<file path="src/rtl/omsp_spm_cmd_seq.sv">
// Command sequencer in front of the SPM control array.
// Takes one protect / unprotect / load-key / read-data command at a time and drives the
// array strobes in order. Each command gets exactly one response pulse.
//
// Ports:
//   mclk, puc_rst_n            clock, asynchronous active-low reset
//   cmd_valid/ready/op/sel/req command handshake and operands (latched on handshake)
//   key_word_valid/ready/word  key word stream, most-significant word first
//   update_spm, enable_spm,
//   spm_select, data_request,
//   write_key, key_in          registered strobes to the array
//   violation, spm_select_valid,
//   requested_data             results from the array
//   resp_valid/err/data        one-cycle response
module omsp_spm_cmd_seq #(
  parameter int unsigned KEY_WORDS   = 8,
  parameter int unsigned KEY_TIMEOUT = 255
) (
  input  logic        mclk,
  input  logic        puc_rst_n,
  input  logic        cmd_valid,
  output logic        cmd_ready,
  input  logic [1:0]  cmd_op,
  input  logic [15:0] cmd_sel,
  input  logic [2:0]  cmd_req,
  input  logic        key_word_valid,
  input  logic [15:0] key_word,
  output logic        key_word_ready,
  output logic        update_spm,
  output logic        enable_spm,
  output logic [15:0] spm_select,
  output logic [2:0]  data_request,
  output logic        write_key,
  output logic [15:0] key_in,
  input  logic        violation,
  input  logic        spm_select_valid,
  input  logic [15:0] requested_data,
  output logic        resp_valid,
  output logic        resp_err,
  output logic [15:0] resp_data
);

  localparam logic [1:0] OpProtect   = 2'b00;
  localparam logic [1:0] OpLoadKey   = 2'b10;

  localparam int unsigned CntW = $clog2(KEY_WORDS + 1);
  localparam int unsigned TmoW = $clog2(KEY_TIMEOUT + 1);
  localparam logic [CntW-1:0] LastWord = CntW'(KEY_WORDS - 1);
  localparam logic [TmoW-1:0] TmoLast  = TmoW'(KEY_TIMEOUT - 1);

  typedef enum logic [2:0] {StIdle, StUpd, StChk, StSel, StKey, StRd, StResp} state_e;

  state_e            state_q, state_d;
  logic [1:0]        op_q, op_d;
  logic [2:0]        req_q, req_d;
  logic [CntW-1:0]   wcnt_q, wcnt_d;
  logic [TmoW-1:0]   tmo_q, tmo_d;
  // KEY: last word accepted, write pending. RD: request already driven.
  logic              phase_q, phase_d;
  logic              cmd_ready_q, cmd_ready_d;
  logic              key_ready_q, key_ready_d;
  logic              update_q, update_d;
  logic              enable_q, enable_d;
  logic [15:0]       select_q, select_d;
  logic [2:0]        dreq_q, dreq_d;
  logic              write_key_q, write_key_d;
  logic [15:0]       key_in_q, key_in_d;
  logic              resp_valid_q, resp_valid_d;
  logic              resp_err_q, resp_err_d;
  logic [15:0]       resp_data_q, resp_data_d;

  always_comb begin
    state_d      = state_q;
    op_d         = op_q;
    req_d        = req_q;
    wcnt_d       = wcnt_q;
    tmo_d        = tmo_q;
    phase_d      = phase_q;
    cmd_ready_d  = cmd_ready_q;
    key_ready_d  = key_ready_q;
    update_d     = update_q;
    enable_d     = enable_q;
    select_d     = select_q;
    dreq_d       = dreq_q;
    write_key_d  = write_key_q;
    key_in_d     = key_in_q;
    resp_valid_d = resp_valid_q;
    resp_err_d   = resp_err_q;
    resp_data_d  = resp_data_q;

    unique case (state_q)
      StIdle: begin
        if (cmd_valid && cmd_ready_q) begin
          cmd_ready_d = 1'b0;
          op_d        = cmd_op;
          req_d       = cmd_req;
          wcnt_d      = '0;
          tmo_d       = '0;
          phase_d     = 1'b0;
          if (!cmd_op[1]) begin
            state_d  = StUpd;
            update_d = 1'b1;
            enable_d = (cmd_op == OpProtect);
          end else begin
            state_d  = StSel;
            select_d = cmd_sel;
          end
        end
      end
      StUpd: begin
        update_d = 1'b0;
        enable_d = 1'b0;
        state_d  = StChk;
      end
      StChk: begin
        state_d      = StResp;
        resp_valid_d = 1'b1;
        // Unprotect never reports a violation.
        resp_err_d   = (op_q == OpProtect) && violation;
        resp_data_d  = '0;
      end
      StSel: begin
        if (spm_select_valid) begin
          if (op_q == OpLoadKey) begin
            state_d     = StKey;
            key_ready_d = 1'b1;
          end else begin
            state_d = StRd;
            dreq_d  = req_q;
          end
        end else begin
          state_d      = StResp;
          resp_valid_d = 1'b1;
          resp_err_d   = 1'b1;
          resp_data_d  = (op_q == OpLoadKey) ? 16'hFFFF : 16'h0000;
        end
      end
      StKey: begin
        write_key_d = 1'b0;
        if (phase_q) begin
          // Final write_key pulse is on the bus this cycle; respond after it.
          state_d      = StResp;
          resp_valid_d = 1'b1;
          resp_err_d   = 1'b0;
          resp_data_d  = 16'(KEY_WORDS);
        end else if (key_word_valid && key_ready_q) begin
          write_key_d = 1'b1;
          key_in_d    = key_word;
          wcnt_d      = wcnt_q + CntW'(1);
          tmo_d       = '0;
          if (wcnt_q == LastWord) begin
            key_ready_d = 1'b0;
            phase_d     = 1'b1;
          end
        end else if (tmo_q == TmoLast) begin
          key_ready_d  = 1'b0;
          state_d      = StResp;
          resp_valid_d = 1'b1;
          resp_err_d   = 1'b1;
          resp_data_d  = 16'(wcnt_q);
        end else begin
          tmo_d = tmo_q + TmoW'(1);
        end
      end
      StRd: begin
        if (!phase_q) begin
          dreq_d  = '0;
          phase_d = 1'b1;
        end else begin
          state_d      = StResp;
          resp_valid_d = 1'b1;
          resp_err_d   = 1'b0;
          resp_data_d  = requested_data;
        end
      end
      StResp: begin
        state_d      = StIdle;
        resp_valid_d = 1'b0;
        resp_err_d   = 1'b0;
        resp_data_d  = '0;
        select_d     = '0;
        dreq_d       = '0;
        key_in_d     = '0;
        cmd_ready_d  = 1'b1;
      end
      default: state_d = StIdle;
    endcase
  end

  always_ff @(posedge mclk or negedge puc_rst_n) begin
    if (!puc_rst_n) begin
      state_q      <= StIdle;
      op_q         <= '0;
      req_q        <= '0;
      wcnt_q       <= '0;
      tmo_q        <= '0;
      phase_q      <= 1'b0;
      cmd_ready_q  <= 1'b1;
      key_ready_q  <= 1'b0;
      update_q     <= 1'b0;
      enable_q     <= 1'b0;
      select_q     <= '0;
      dreq_q       <= '0;
      write_key_q  <= 1'b0;
      key_in_q     <= '0;
      resp_valid_q <= 1'b0;
      resp_err_q   <= 1'b0;
      resp_data_q  <= '0;
    end else begin
      state_q      <= state_d;
      op_q         <= op_d;
      req_q        <= req_d;
      wcnt_q       <= wcnt_d;
      tmo_q        <= tmo_d;
      phase_q      <= phase_d;
      cmd_ready_q  <= cmd_ready_d;
      key_ready_q  <= key_ready_d;
      update_q     <= update_d;
      enable_q     <= enable_d;
      select_q     <= select_d;
      dreq_q       <= dreq_d;
      write_key_q  <= write_key_d;
      key_in_q     <= key_in_d;
      resp_valid_q <= resp_valid_d;
      resp_err_q   <= resp_err_d;
      resp_data_q  <= resp_data_d;
    end
  end

  assign cmd_ready      = cmd_ready_q;
  assign key_word_ready = key_ready_q;
  assign update_spm     = update_q;
  assign enable_spm     = enable_q;
  assign spm_select     = select_q;
  assign data_request   = dreq_q;
  assign write_key      = write_key_q;
  assign key_in         = key_in_q;
  assign resp_valid     = resp_valid_q;
  assign resp_err       = resp_err_q;
  assign resp_data      = resp_data_q;

endmodule

</file>
<file path="config.mk">
export PLATFORM = sky130hd
export DESIGN_NAME = omsp_spm_cmd_seq
export DESIGN_NICKNAME = d
export VERILOG_FILES = /design/src/rtl/omsp_spm_cmd_seq.sv
export SDC_FILE = /design/constraint.sdc
export NUM_CORES = 1
export LEC_CHECK = 0
export ABC_AREA = 1
export BUFFER_PORTS_ARGS = -buffer_cell sky130_fd_sc_hd__buf_2
export CAP_MARGIN = 20
export CORE_MARGIN = 2
export CORE_UTILIZATION = 40
export DETAILED_ROUTE_END_ITERATION = 8
export PLACE_DENSITY_LB_ADDON = 0.3
export SLEW_MARGIN = 10
export SYNTH_ARGS = -nofsm -noshare
export SYNTH_HDL_FRONTEND = slang
export SYNTH_SLANG_ARGS = --single-unit
export TNS_END_PERCENT = 30
</file>
<file path="constraint.sdc">
create_clock -name mclk -period 1.5 [get_ports mclk]
set_input_delay 0.075 -clock mclk [delete_from_list [all_inputs] [get_ports mclk]]
set_output_delay 0.075 -clock mclk [all_outputs]
set_load 0.05 [all_outputs]
</file>
======== Word-level counts from Yosys, hierarchy flattened ========
Index checks and enable logic that the tools add are counted.
storage, ports and cells
  bits in registers ....................... 79
  output and inout port bits .............. 58
  word-level logic and storage cells ...... 138
operators by class
  add/subtract/negate cells ............... 2
  eq/ne operators ......................... 25
  multiplexer cells ....................... 65
  reductions and logical operators ........ 29
operators by type and width
  kind                   number
  $mux W16               10
  $pmux W16 S2           2
  $pmux W16 S4           1
  $mux W8                4
  $mux W3                9
  $mux W1                24
  $ne A2 B2 Y1 const B   11
  $pmux W3 S6            1
  $pmux W8 S2            1
  $reduce_and A4 Y1      4
  $ne A3 B3 Y1 const B   5
  $mux W4                3
  $pmux W1 S5            2
  $reduce_and A5 Y1      2
  $reduce_bool A2 Y1     5
  $eq A3 B3 Y1 const B   3
  $pmux W3 S3            1
  $reduce_and A3 Y1      3
  $add A8 B1 Y8 const B  1
  $eq A8 B8 Y1 const B   1
  $pmux W1 S2            4
  $pmux W4 S2            1
  $eq A3 B2 Y1 const B   2
  $reduce_and A2 Y1      3
  other kinds (14)       18

======== Longest topological paths before layout ========
Gate-level depths: netlist of the first run.
  depth in word-level cells ............... 5
  gate-level depth with buffers ........... 10

======== Worst setup path before layout of the first run ========
Ideal clock, no wire load.
  kind .................................... reg2reg
  start ................................... reg key_ready_q, in the netlist key_word_ready
  end ..................................... reg resp_data_q[10], in the netlist resp_data[10]
  arrival ................................. 1,631 ps
  slack ................................... -250 ps
  cell stages (with the launch flop) ...... 9
  buffers on the path ..................... 1
  path through ............................ dfrtp_1 nand2_1 inv_1 nand2_1 nor2_4 nor2_8 buf_2 nand3_1 nand2_1
on the way
  longest elaborated chain between the ends .. 3
RTL lines
  item                         line  RTL
  start: declaration           61    logic key_ready_q, key_ready_d;
  start signal: assignment     217   key_ready_q <= key_ready_d;
  $logic_and A1 B1 Y1          146   end else if (key_word_valid && key_ready_q) begin
  $ne A3 B3 Y1 (no line)       n/a
  $reduce_and A5 Y1 (no line)  n/a
  end signal: assignment       226   resp_data_q <= resp_data_d;
  end: declaration             70    logic [15:0] resp_data_q, resp_data_d;
No other way between the ends.
A chain may end at the register's enable or synchronous reset.

======== Worst setup path in the final report of the first run ========
  start ................................... reg state_q[1]
  end ..................................... reg resp_data_q[3], in the netlist resp_data[3]
on the way
  longest elaborated chain between the ends .. 4
RTL lines
  item                                          line  RTL
  start: declaration                            53    state_e state_q, state_d;
  start signal: assignment                      192   state_q <= StIdle;
  start signal: assignment                      210   state_q <= state_d;
  $eq A3 B2 Y1 or $eq A3 B3 Y1 (tied branches)  91    unique case (state_q)
  $reduce_or A2 Y1 (no line)                    n/a
  $reduce_bool A4 Y1 (no line)                  n/a
  $reduce_and A5 Y1 (no line)                   n/a
Several ways; a longest one is shown, not always the timed one.

==> reports/results.env, run 1 <==
PLACE_WS_NS=-0.0883
TIMING.MAX_SLEW.REL_SLACK=0.784
POST_SYNTHESIS_CELL_TYPE_WITH_THE_LARGEST_COMBINED_AREA='sky130_fd_sc_hd__dfrtp_1'
FILL_CELLS=825
CLKSINKCOUNT=79
H-TREE-DEPTH=3
POST_SYNTH_NUM_CELL_TYPES=32
FLOORPLAN.INITIALDENSITY=0.413
MAX-CLOCK-PATH-BUFFERS=2
ROUTE.FINAL.WIRE_LENGTH_UM=10800
FINAL.HOLD.WORST_SLACK_NS=0.0377
SYNTH.AVG_CELL_AREA_UM2=7.86
POSTSYNTHCELLCOUNT=488
YOSYS_REGISTER_BITS=79
SYNTH_AREA_LEADERS='sky130_fd_sc_hd__dfrtp_1, sky130_fd_sc_hd__nand2_1, sky130_fd_sc_hd__nand3_1, sky130_fd_sc_hd__o21ai_0, sky130_fd_sc_hd__o21ai_1'
INSERTION_DELAY_NS=0.35
WORSTSETUPPATHTYPE='reg2reg'
NETSWITCHINGPOWER_uW=7330
FMAX_MHz=671
GLOBALROUTEOVERFLOWTOTAL=0
VIAS_PER_CELL=4.82
NETLIST_AREA_UM2=3840
STATUS='completed'
POWER.CLOCK.FRACTION=0.136
STATIC-LEAKAGE-POWER_uW=0.00314
SYNTH_NETS=552
RSZ_0062_RAISED_AFTER_GLOBAL_ROUTING='yes'
TRITONCTS.NUM_BUFFERS=9
LAYOUT_SETUP_WS_NS=0.00938
GRT_START_MAX_NET_PINS=39
WL_PER_CELL_UM=13.3
MIN_DELAY_PATH_DEPTH=3
DP.FINAL_HPWL_UM=6940
GLOBALPLACE.CONGESTION=0.838
TNS_NS=0
MAXCAPVIOLATIONS=0
CTS_TREE='yes'
DPL-INSTANCE-AREA_UM2=4760
FINISH.NET_COUNT=738
SYNTH_ENABLE_FLOP_CELLS=0
LAYOUT-DRIVE-GT1-SHARE=0.334
TIMING_HOLD_VIOLATIONS_FINAL=0
GRT_ANTENNA_BEFORE_REPAIR=0
FINAL.SETUP_SKEW_NS=0.0124
PORT_BUFFERS=116
CORE_AREA_UM2=9280
CLK_TRANSITION_REPORTED_PATHS_NS=0.08
SYNTH.YOSYS.WARNINGS=0
IOS=117
P_SW_FRAC=0.507
SEQUENTIAL_ELEMENT_SHARE_OF_THE_SYNTHESIZED_AREA=0.515
AREA_GROWTH_PCT=48.4
SEQ_POWER_SHARE=0.248
DRTPASS1ITERATIONS=5
FINAL_WORST_PATH_CYCLE_SHARE=0.994
POWER_FRAC_COMB=0.615
ANTENNA-DIODE-COUNT=0
YOSYS.CELL_COUNT.TOP_TYPE='sky130_fd_sc_hd__nand2_1'
ANTENNA_LEFT=0
P_INT_uW=7140
R2R_CELLS=8
POWERDENSITY_nW_PER_UM2=2540
NUM_VIAS=3893
SYNTH_COMMON_CELLS='sky130_fd_sc_hd__nand2_1, sky130_fd_sc_hd__dfrtp_1, sky130_fd_sc_hd__nand3_1'
HOLD_REMOVAL_PATH_CLASS='in2reg'
CRIT_PATH_START_KIND='register'
DRC_VIOLATIONS_LEFT=0
FINAL-MAX-SLEW-VIOLATION-COUNT=0
FINAL_INSTANCE_AREA_UM2=5690
VDD_IR_DROP_MAX_mV=1.27
TRACK_USAGE=0.207
FINAL_PERIOD_MINUS_WORST_SETUP_SLACK_NS=1.49
CRIT_PATH_END_KIND='register'
SYNTH_ASYNC_SR_FLOP_SHARE=1.00
CLOCK_TREE.ROOT_CELL='sky130_fd_sc_hd__clkbuf_8'
SYNTH_FLOP_CELL='sky130_fd_sc_hd__dfrtp_1'
GRT_FIRST_PASS_WIRELENGTH_UM=17000
FIRST_GLOBAL_VIAS=3646
FLOORPLAN.ROWS=35
FP.DIEW_UM=102
DIEAREA_UM2=10400
DATA_ARRIVAL_TIME_AT_THE_WORST_SLACK_ENDPOINT_NS=1.74
CRIT_REQUIRED_NS=1.75
DRT_ITER0_DRC=191
DIEHEIGHT_UM=102
WORSTMARGINPINSLEW_NS=0.323
SYNTHDOMINANTCELLAREASHARE=0.509
CRITICAL_PATH_PEAK_FANOUT=16
FINAL-SETUP-VIOL-COUNT=0
## worst paths after layout
path,slack [ns],startpoint,endpoint
worst min register to register,0.47,resp_data[15],resp_data[15]
worst max register to register,0.009,state_q[1],resp_data[3]
min in group asynchronous,0.14,puc_rst_n,resp_data[3]
max in group asynchronous,0.77,puc_rst_n,key_in[6]
worst max-delay path,0.009,state_q[1],resp_data[3]
worst min-delay path,0.04,cmd_op[1],update_spm
## power by group through the flow
stage               clock network, uW  logic (uW)  registers, uW
finish                           1970        8900           3590
detailed placement                  0        7610           3610
CTS                              2030        8040           3570
floorplan                           0        3240           5880
global placement                    0        7450           3570
global route                     2110        9680           3690
## critical path, cell delays in order (launching register included)
cell	delay, ns
sky130_fd_sc_hd__dfrtp_2	0.46
sky130_fd_sc_hd__buf_4	0.16
sky130_fd_sc_hd__nand2_1	0.11
sky130_fd_sc_hd__inv_1	0.09
sky130_fd_sc_hd__o21ai_2	0.19
sky130_fd_sc_hd__buf_12	0.17
sky130_fd_sc_hd__nand3_1	0.08
sky130_fd_sc_hd__nand3_1	0.08
sky130_fd_sc_hd__nand2_1	0.06
## through the flow
stage | power [uW] | utilization | std cells
after floorplan | 9110 | - | 488
after global placement | 11000 | 0.512 | 742
after detailed placement | 11200 | 0.512 | 742
after CTS | 13600 | 0.589 | 801
after global routing | 15500 | 0.613 | 808
final | 14500 | 0.613 | 808
## registers in the layout (all words and copies together) (netlist names), 2 cells and up
register,count
state_q,3
resp_data,16
data_request,3
wcnt_q,4
spm_select,16
req_q,3
key_in,16
tmo_q,8
op_q,2
## cells by family (layout without fill, tap and decap cells)
| group | after synthesis | after routing | synth area share |
|---|---|---|---|
| AND/OR/NAND/NOR | 289 | 291 | 0.319 |
| adder cells (fa/ha/maj) | 5 | 5 | 0.0163 |
| buffers and inverters | 51 | 240 | 0.0580 |
| XOR/XNOR | 1 | 1 | 0.00228 |
| AO/OA/AOI/OAI | 63 | 63 | 0.0890 |
| flip-flops | 79 | 79 | 0.515 |
## cells in the final DEF (no fill, tap or decap), types with 4 or more instances in the layout
cell type,count
sky130_fd_sc_hd__o21ai_1,26
sky130_fd_sc_hd__dfrtp_2,4
sky130_fd_sc_hd__clkbuf_8,10
sky130_fd_sc_hd__nand2_1,196
sky130_fd_sc_hd__dlygate4sd3_1,37
sky130_fd_sc_hd__ha_1,4
sky130_fd_sc_hd__buf_2,115
sky130_fd_sc_hd__buf_4,24
sky130_fd_sc_hd__nor2_1,14
sky130_fd_sc_hd__buf_6,4
sky130_fd_sc_hd__nand3_2,5
sky130_fd_sc_hd__dfrtp_1,74
sky130_fd_sc_hd__inv_2,8
sky130_fd_sc_hd__nand3_1,37
sky130_fd_sc_hd__nor2_2,6
sky130_fd_sc_hd__inv_1,25
sky130_fd_sc_hd__nand2_4,10
sky130_fd_sc_hd__o21ai_2,4
sky130_fd_sc_hd__buf_12,6
sky130_fd_sc_hd__nand4_1,5
sky130_fd_sc_hd__o21ai_0,24
sky130_fd_sc_hd__nand2_2,11
## layout make-up
class	count	area, um^2	area share
inverters	34	130	0.0229
clock buffers	10	138	0.0242
multi-input cells	360	1780	0.313
well taps	129	161	0.0283
clock inverters	6	115	0.0202
flip-flops and latches	79	1980	0.348
repair buffers	190	1380	0.243
## per-layer routing
metal | up-vias | wire length [um] | track usage
li1 | 1938 | - | -
met2 | 134 | 5300 | 0.337
met3 | 16 | 702 | 0.0581
met1 | 1805 | 4610 | 0.267
met5 | - | 0 | 0
met4 | 0 | 163 | 0.0738
## repair_timing
action / 4_1_cts / 5_1_grt
pin swaps: 3 / 10
setup buffers: 5 / 3
resized for setup: 9 / 45
gates cloned: 1 / 4
hold buffers: 37 / 0
hold endpoints to repair: 115 / 0
setup endpoints to repair: 57 / 67
Power figures use the tool's default switching activity.
==> run 2: changes to the inputs <==
- BUFFER_PORTS_ARGS: -buffer_cell sky130_fd_sc_hd__buf_2 -> not set
- CELL_PAD_IN_SITES_DETAIL_PLACEMENT: not set -> 0
- CELL_PAD_IN_SITES_GLOBAL_PLACEMENT: not set -> 1
- CORE_UTILIZATION: 40 -> 41
- DONT_BUFFER_PORTS: not set -> 1
==> run 2 against run 1 <==
Against the previous run: the run now ends with negative hold slack left; non-clock buffer count decreased by 60; largest cell class unchanged; fmax decreased by 0.57%; register-to-register slack about the same; critical path depth increased by 3; clock skew decreased by 0.0046 ns; cell count decreased by 9.7%; routed wire length decreased by 2.2%.
==> reports/results.env, run 2 (synthesis gave the netlist of run 1 again) <==
STATUS='finished with violations'
FAILED_CHECKS='negative hold slack'
GRT_START_MAX_NET_PINS=80
DATA_ARRIVAL_TIME_AT_THE_WORST_SLACK_ENDPOINT_NS=1.74
FINAL_INSTANCE_AREA_UM2=5510
INSERTION_DELAY_NS=0.34
CPPEAKSTAGEDELAY_NS=0.38
STATIC-LEAKAGE-POWER_uW=0.00287
NUMBER_OF_BUFFER_AND_INVERTER_INSTANCES_ALONG_THE_WORST_SETUP_PATH=4
AREA_GROWTH_PCT=43.6
DRC_VIOLATIONS_LEFT=0
H-TREE-DEPTH=3
LAYOUT-DRIVE-GT1-SHARE=0.229
TRACK_USAGE=0.205
WORSTSETUPPATHTYPE='reg2reg'
RSZ_0062_RAISED_AFTER_GLOBAL_ROUTING='yes'
FINAL_CELL_MIX='sky130_fd_sc_hd__nand2_1, sky130_fd_sc_hd__dfrtp_1, sky130_fd_sc_hd__buf_4, sky130_fd_sc_hd__dlygate4sd3_1, sky130_fd_sc_hd__nand3_1'
FLOORPLAN.ROWS=35
DP.FINAL_HPWL_UM=6540
WL_PER_CELL_UM=14.4
DRT_ITER0_DRC=237
FINAL_PERIOD_MINUS_WORST_SETUP_SLACK_NS=1.50
FIRST_GLOBAL_VIAS=3565
FINAL.SETUP_SKEW_NS=0.00774
CRITICAL_PATH_PEAK_FANOUT=4
CORE_AREA_UM2=9150
NUM_VIAS=3649
FINAL.HOLD.WORST_SLACK_NS=-0.584
CP_SLOWEST_CELL='sky130_fd_sc_hd__dfrtp_1'
GRT_FIRST_PASS_WIRELENGTH_UM=16500
TRITONCTS.NUM_BUFFERS=9
IOS=117
MOSTFREQUENTLAYOUTCELL='sky130_fd_sc_hd__nand2_1'
TNS_NS=0
TIMING.CRITICAL_PATH.CELLS='inv_1 -> ha_2 -> nand3_2 -> inv_2 -> nand2_4 -> o21ai_4 -> buf_6 -> buf_6 -> nand2_8 -> nand2_1 -> nand2_1'
ANTENNA-DIODE-COUNT=0
GRT_ANTENNA_BEFORE_REPAIR=0
CLOCK_TREE.ROOT_CELL='sky130_fd_sc_hd__clkbuf_8'
ANTENNA_LEFT=0
FMAX_MHz=667
ROUTE.FINAL.WIRE_LENGTH_UM=10500
FINAL-MAX-SLEW-VIOLATION-COUNT=0
HOLD_REMOVAL_PATH_CLASS='in2async'
CTS.HOLD.BUFFERS_ADDED=54
FLOORPLAN.INITIALDENSITY=0.419
FF_LATCH_AREA_UM2=1980
DIEAREA_UM2=10100
DRTPASS1ITERATIONS=4
TIMING.CRITICAL_PATH.MAX_DELAY_FAMILY='buffers and inverters'
DPL-INSTANCE-AREA_UM2=4380
FINAL-SETUP-VIOL-COUNT=0
DIEHEIGHT_UM=101
POWERDENSITY_nW_PER_UM2=2630
FILL_CELLS=774
VDD_IR_DROP_MAX_mV=1.51
CRIT_PATH_END_KIND='register'
CRIT_REQUIRED_NS=1.74
CRIT_PATH_START_KIND='register'
FINISH.NET_COUNT=678
MULTI_INPUT_COMB_AREA_UM2=1790
MAXCAPVIOLATIONS=0
GLOBALPLACE.CONGESTION=0.840
WORSTMARGINPINSLEW_NS=0.513
CLK_TRANSITION_REPORTED_PATHS_NS=0.08
GLOBALROUTEOVERFLOWTOTAL=0
CTS_TREE='yes'
VIAS_PER_CELL=5.00
FINAL_WORST_PATH_CYCLE_SHARE=0.999
MAX-CLOCK-PATH-BUFFERS=2
PORT_BUFFERS=0
TIMING_HOLD_VIOLATIONS_FINAL=79
CLKSINKCOUNT=79
TIMING.MAX_SLEW.REL_SLACK=0.658
FP.DIEW_UM=101
-- run 2: final cells by class --
| class | count | share of cell area |
|---|---|---|
| inverter | 34 | 0.0236 |
| clock inverter | 5 | 0.0193 |
| clock buffer | 11 | 0.0238 |
| timing repair buffer | 130 | 0.225 |
| multi-input combinational | 360 | 0.324 |
| tap | 111 | 0.0252 |
| sequential | 79 | 0.360 |
-- run 2: metal layers --
layer / share of wire / track usage
met1: 0.42 / 0.257
met2: 0.50 / 0.346
met3: 0.057 / 0.0555
met4: 0.014 / 0.0653
met5: 0 / 0
-- run 2: per-stage QoR --
stage | total power, uW | util | instances | worst slack, ns
finish | 14500 | 0.602 | 730 | 0.000888
global route | 15500 | 0.602 | 730 | -0.0960
CTS | 13700 | 0.576 | 721 | 0.00174
detailed placement | 11100 | 0.479 | 642 | -0.139
global placement | 11000 | 0.479 | 642 | -0.0972
floorplan | 9110 | - | 488 | -0.0173
-- run 2: repair_timing --
action                                 in CTS  in global routing
pin swaps                                   1                  7
endpoints found under the hold margin     136                 79
setup endpoints to repair                  65                 69
gates resized for setup                    13                 35
buffers inserted                            7                  6
gates cloned                                2                  3
-- run 2: worst paths after layout --
check | startpoint | to | slack [ns] | cells past startpoint
worst max register to register | tmo_q[0] | resp_data[8] | 0.0009 | 11
max in group asynchronous | puc_rst_n | cmd_ready | 1.89 | 0
worst min register to register | req_q[0] | req_q[0] | 0.49 | 2
worst max-delay path | tmo_q[0] | resp_data[8] | 0.0009 | 11
worst min-delay path | puc_rst_n | resp_data[1] | -0.58 | 0
min in group mclk | cmd_op[1] | state_q[1] | 0.04 | 4
-- run 2: power breakdown --
part	switching, uW	internal [uW]
sequential	1890	3000
combinational	4610	3070
clock	798	1110
total	7300	7180
==> run 3: changes to the inputs <==
- CORE_ASPECT_RATIO: not set -> 2
==> run 3 against run 2 <==
Against the previous run: sequential power is 2% lower; cell count is 0.27% lower; combinational power is 16% higher; sequential share of layout area is 1.8 points lower; fmax is 3.2% lower; die area is 0.47% higher; power is 11% higher; the run ends with negative hold slack, negative setup slack left; non-clock buffer count is 6 higher; critical path depth stayed put; global-route usage is 1.9 points higher.
==> reports/results.env, run 3 (synthesis gave the netlist of run 1 again) <==
DRC_VIOLATIONS_LEFT=0
STATUS='finished with violations'
FP.DIEW_UM=72.4
CLKSINKCOUNT=79
MOSTFREQUENTLAYOUTCELL='sky130_fd_sc_hd__nand2_1'
FINAL.HOLD.WORST_SLACK_NS=-0.569
CORE_AREA_UM2=9260
FIRST_GLOBAL_VIAS=3857
AREA_GROWTH_PCT=51.2
VIAS_PER_CELL=5.20
CRIT_REQUIRED_NS=1.72
FINAL_PERIOD_MINUS_WORST_SETUP_SLACK_NS=1.55
CTS.HOLD.BUFFERS_ADDED=52
GRT_ANTENNA_BEFORE_REPAIR=0
R2R_CELLS=11
ROUTE.FINAL.WIRE_LENGTH_UM=11200
WORSTMARGINPINSLEW_NS=0.501
TIMING.CRITICAL_PATH.CELLS='inv_1 -> ha_2 -> nand3_2 -> inv_2 -> nand2_4 -> o21ai_4 -> buf_6 -> buf_8 -> nand2_8 -> nand2_2 -> nand2_1'
DP.FINAL_HPWL_UM=7150
GLOBALPLACE.CONGESTION=0.959
CLOCK_TREE.ROOT_CELL='sky130_fd_sc_hd__clkbuf_16'
CLK_TRANSITION_REPORTED_PATHS_NS=0.07
TRACK_USAGE=0.224
GRT_START_MAX_NET_PINS=80
LAYOUT_SETUP_WS_NS=-0.0482
PORT_BUFFERS=0
STATIC-LEAKAGE-POWER_uW=0.00298
TIMING.MAX_SLEW.REL_SLACK=0.666
NUM_VIAS=3786
RSZ_0062_RAISED_AFTER_GLOBAL_ROUTING='yes'
FINAL-MAX-SLEW-VIOLATION-COUNT=0
FINAL-SETUP-VIOL-COUNT=18
WL_PER_CELL_UM=15.4
DIEAREA_UM2=10200
POWERDENSITY_nW_PER_UM2=2760
FILL_CELLS=801
WORST_R2R_STARTPOINT='tmo_q[0]'
DRT_ITER0_DRC=150
CPPEAKSTAGEDELAY_NS=0.39
CRIT_PATH_END_KIND='register'
FINAL_WORST_PATH_CYCLE_SHARE=1.03
DRTPASS1ITERATIONS=4
INSERTION_DELAY_NS=0.33
TRITONCTS.NUM_BUFFERS=9
IOS=117
DATA_ARRIVAL_TIME_AT_THE_WORST_SLACK_ENDPOINT_NS=1.77
MULTI_INPUT_COMB_AREA_UM2=1900
ANTENNA-DIODE-COUNT=0
MAXCAPVIOLATIONS=0
FINISH.NET_COUNT=684
FF2FF_SETUP_SLACK_NS=-0.05
TIMING.CRITICAL_PATH.MAX_DELAY_FAMILY='buffers and inverters'
TIMING_HOLD_VIOLATIONS_FINAL=79
FAILED_CHECKS='negative hold slack, negative setup slack'
FLOORPLAN.INITIALDENSITY=0.414
FINAL.SETUP_SKEW_NS=0.00790
WORST_R2R_ENDPOINT='resp_data[2]'
DIEHEIGHT_UM=141
LAYOUT-DRIVE-GT1-SHARE=0.271
CTS_TREE='yes'
MAX-CLOCK-PATH-BUFFERS=2
FINALCOREUTILIZATION=0.627
VDD_IR_DROP_MAX_mV=1.47
FLOORPLAN.ROWS=50
WORSTSETUPPATHTYPE='reg2reg'
NUMBER_OF_BUFFER_AND_INVERTER_INSTANCES_ALONG_THE_WORST_SETUP_PATH=4
CRITICAL_PATH_PEAK_FANOUT=4
FMAX_MHz=646
GRT_FIRST_PASS_WIRELENGTH_UM=17900
FF_LATCH_AREA_UM2=1980
H-TREE-DEPTH=3
CRIT_PATH_START_KIND='register'
GLOBALROUTEOVERFLOWTOTAL=0
HOLD_REMOVAL_PATH_CLASS='in2async'
FINAL_CELL_MIX='sky130_fd_sc_hd__nand2_1, sky130_fd_sc_hd__dfrtp_1, sky130_fd_sc_hd__buf_4, sky130_fd_sc_hd__dlygate4sd3_1, sky130_fd_sc_hd__nand3_1'
CP_SLOWEST_CELL='sky130_fd_sc_hd__dfrtp_1'
ANTENNA_LEFT=0
## run 3: cell count changes in the layout (fill, tap and decap cells not counted), sizes merged
cell	delta
buf	+10
bufinv	-1
clkbuf	-4
clkinv	+2
dlygate4sd3	-2
## run 3: worst max-delay path by stage
stage | startpoint | end | slack, ns | cells past startpoint
3_5_place_dp | state_q[1] | resp_data[15] | -0.11 | 7
3_3_place_gp | state_q[1] | resp_data[1] | -0.06 | 6
4_1_cts | tmo_q[0] | resp_data[3] | -0.05 | 11
5_1_grt | tmo_q[0] | resp_data[2] | -0.14 | 11
6_report | tmo_q[0] | resp_data[2] | -0.05 | 11
2_1_floorplan | cmd_ready | tmo_q[5] | -0.02 | 8
## run 3: cell type report
class	instances	area share
tap	104	0.0224
clock inverter	6	0.0149
timing repair buffer	136	0.232
clock buffer	9	0.0388
multi-input combinational	360	0.328
inverter	34	0.0229
sequential	79	0.342
## run 3: power by group
part | internal (uW) | leakage, uW | switching, uW | total [uW]
Clock | 1450 | 0.000151 | 889 | 2330
Sequential | 3010 | 0.00102 | 1770 | 4770
Combinational | 3700 | 0.00181 | 5200 | 8900
## run 3: repair_timing
action,CTS,global route
resized for setup,30,52
endpoints found under the hold margin,134,79
setup buffers,14,4
endpoints found under the setup margin,67,71
pin swaps,9,10
gates cloned,4,3
## run 3: routing by layer
layer  routed length [um]  global-route usage  part of all wire  vias up
met5                    0                   0                 0        -
met4                  405               0.107             0.036        0
met3                  474              0.0422             0.042       27
met2                 6470               0.419              0.58      115
met1                 3860               0.230              0.34     1819
li1                     -                   -                 -     1825
## run 3: metrics by stage
step | cells | TNS [ns] | instance area [um^2] | setup WS (ns) | power (uW)
floorplan | 488 | -0.0753 | 3850 | -0.0173 | 9110
global placement | 636 | -2.20 | 4390 | -0.0588 | 11100
detailed placement | 636 | -4.10 | 4390 | -0.109 | 11300
CTS | 721 | -0.722 | 5520 | -0.0484 | 14900
global route | 728 | -5.19 | 5800 | -0.142 | 17000
finish | 728 | -0.463 | 5800 | -0.0482 | 16000
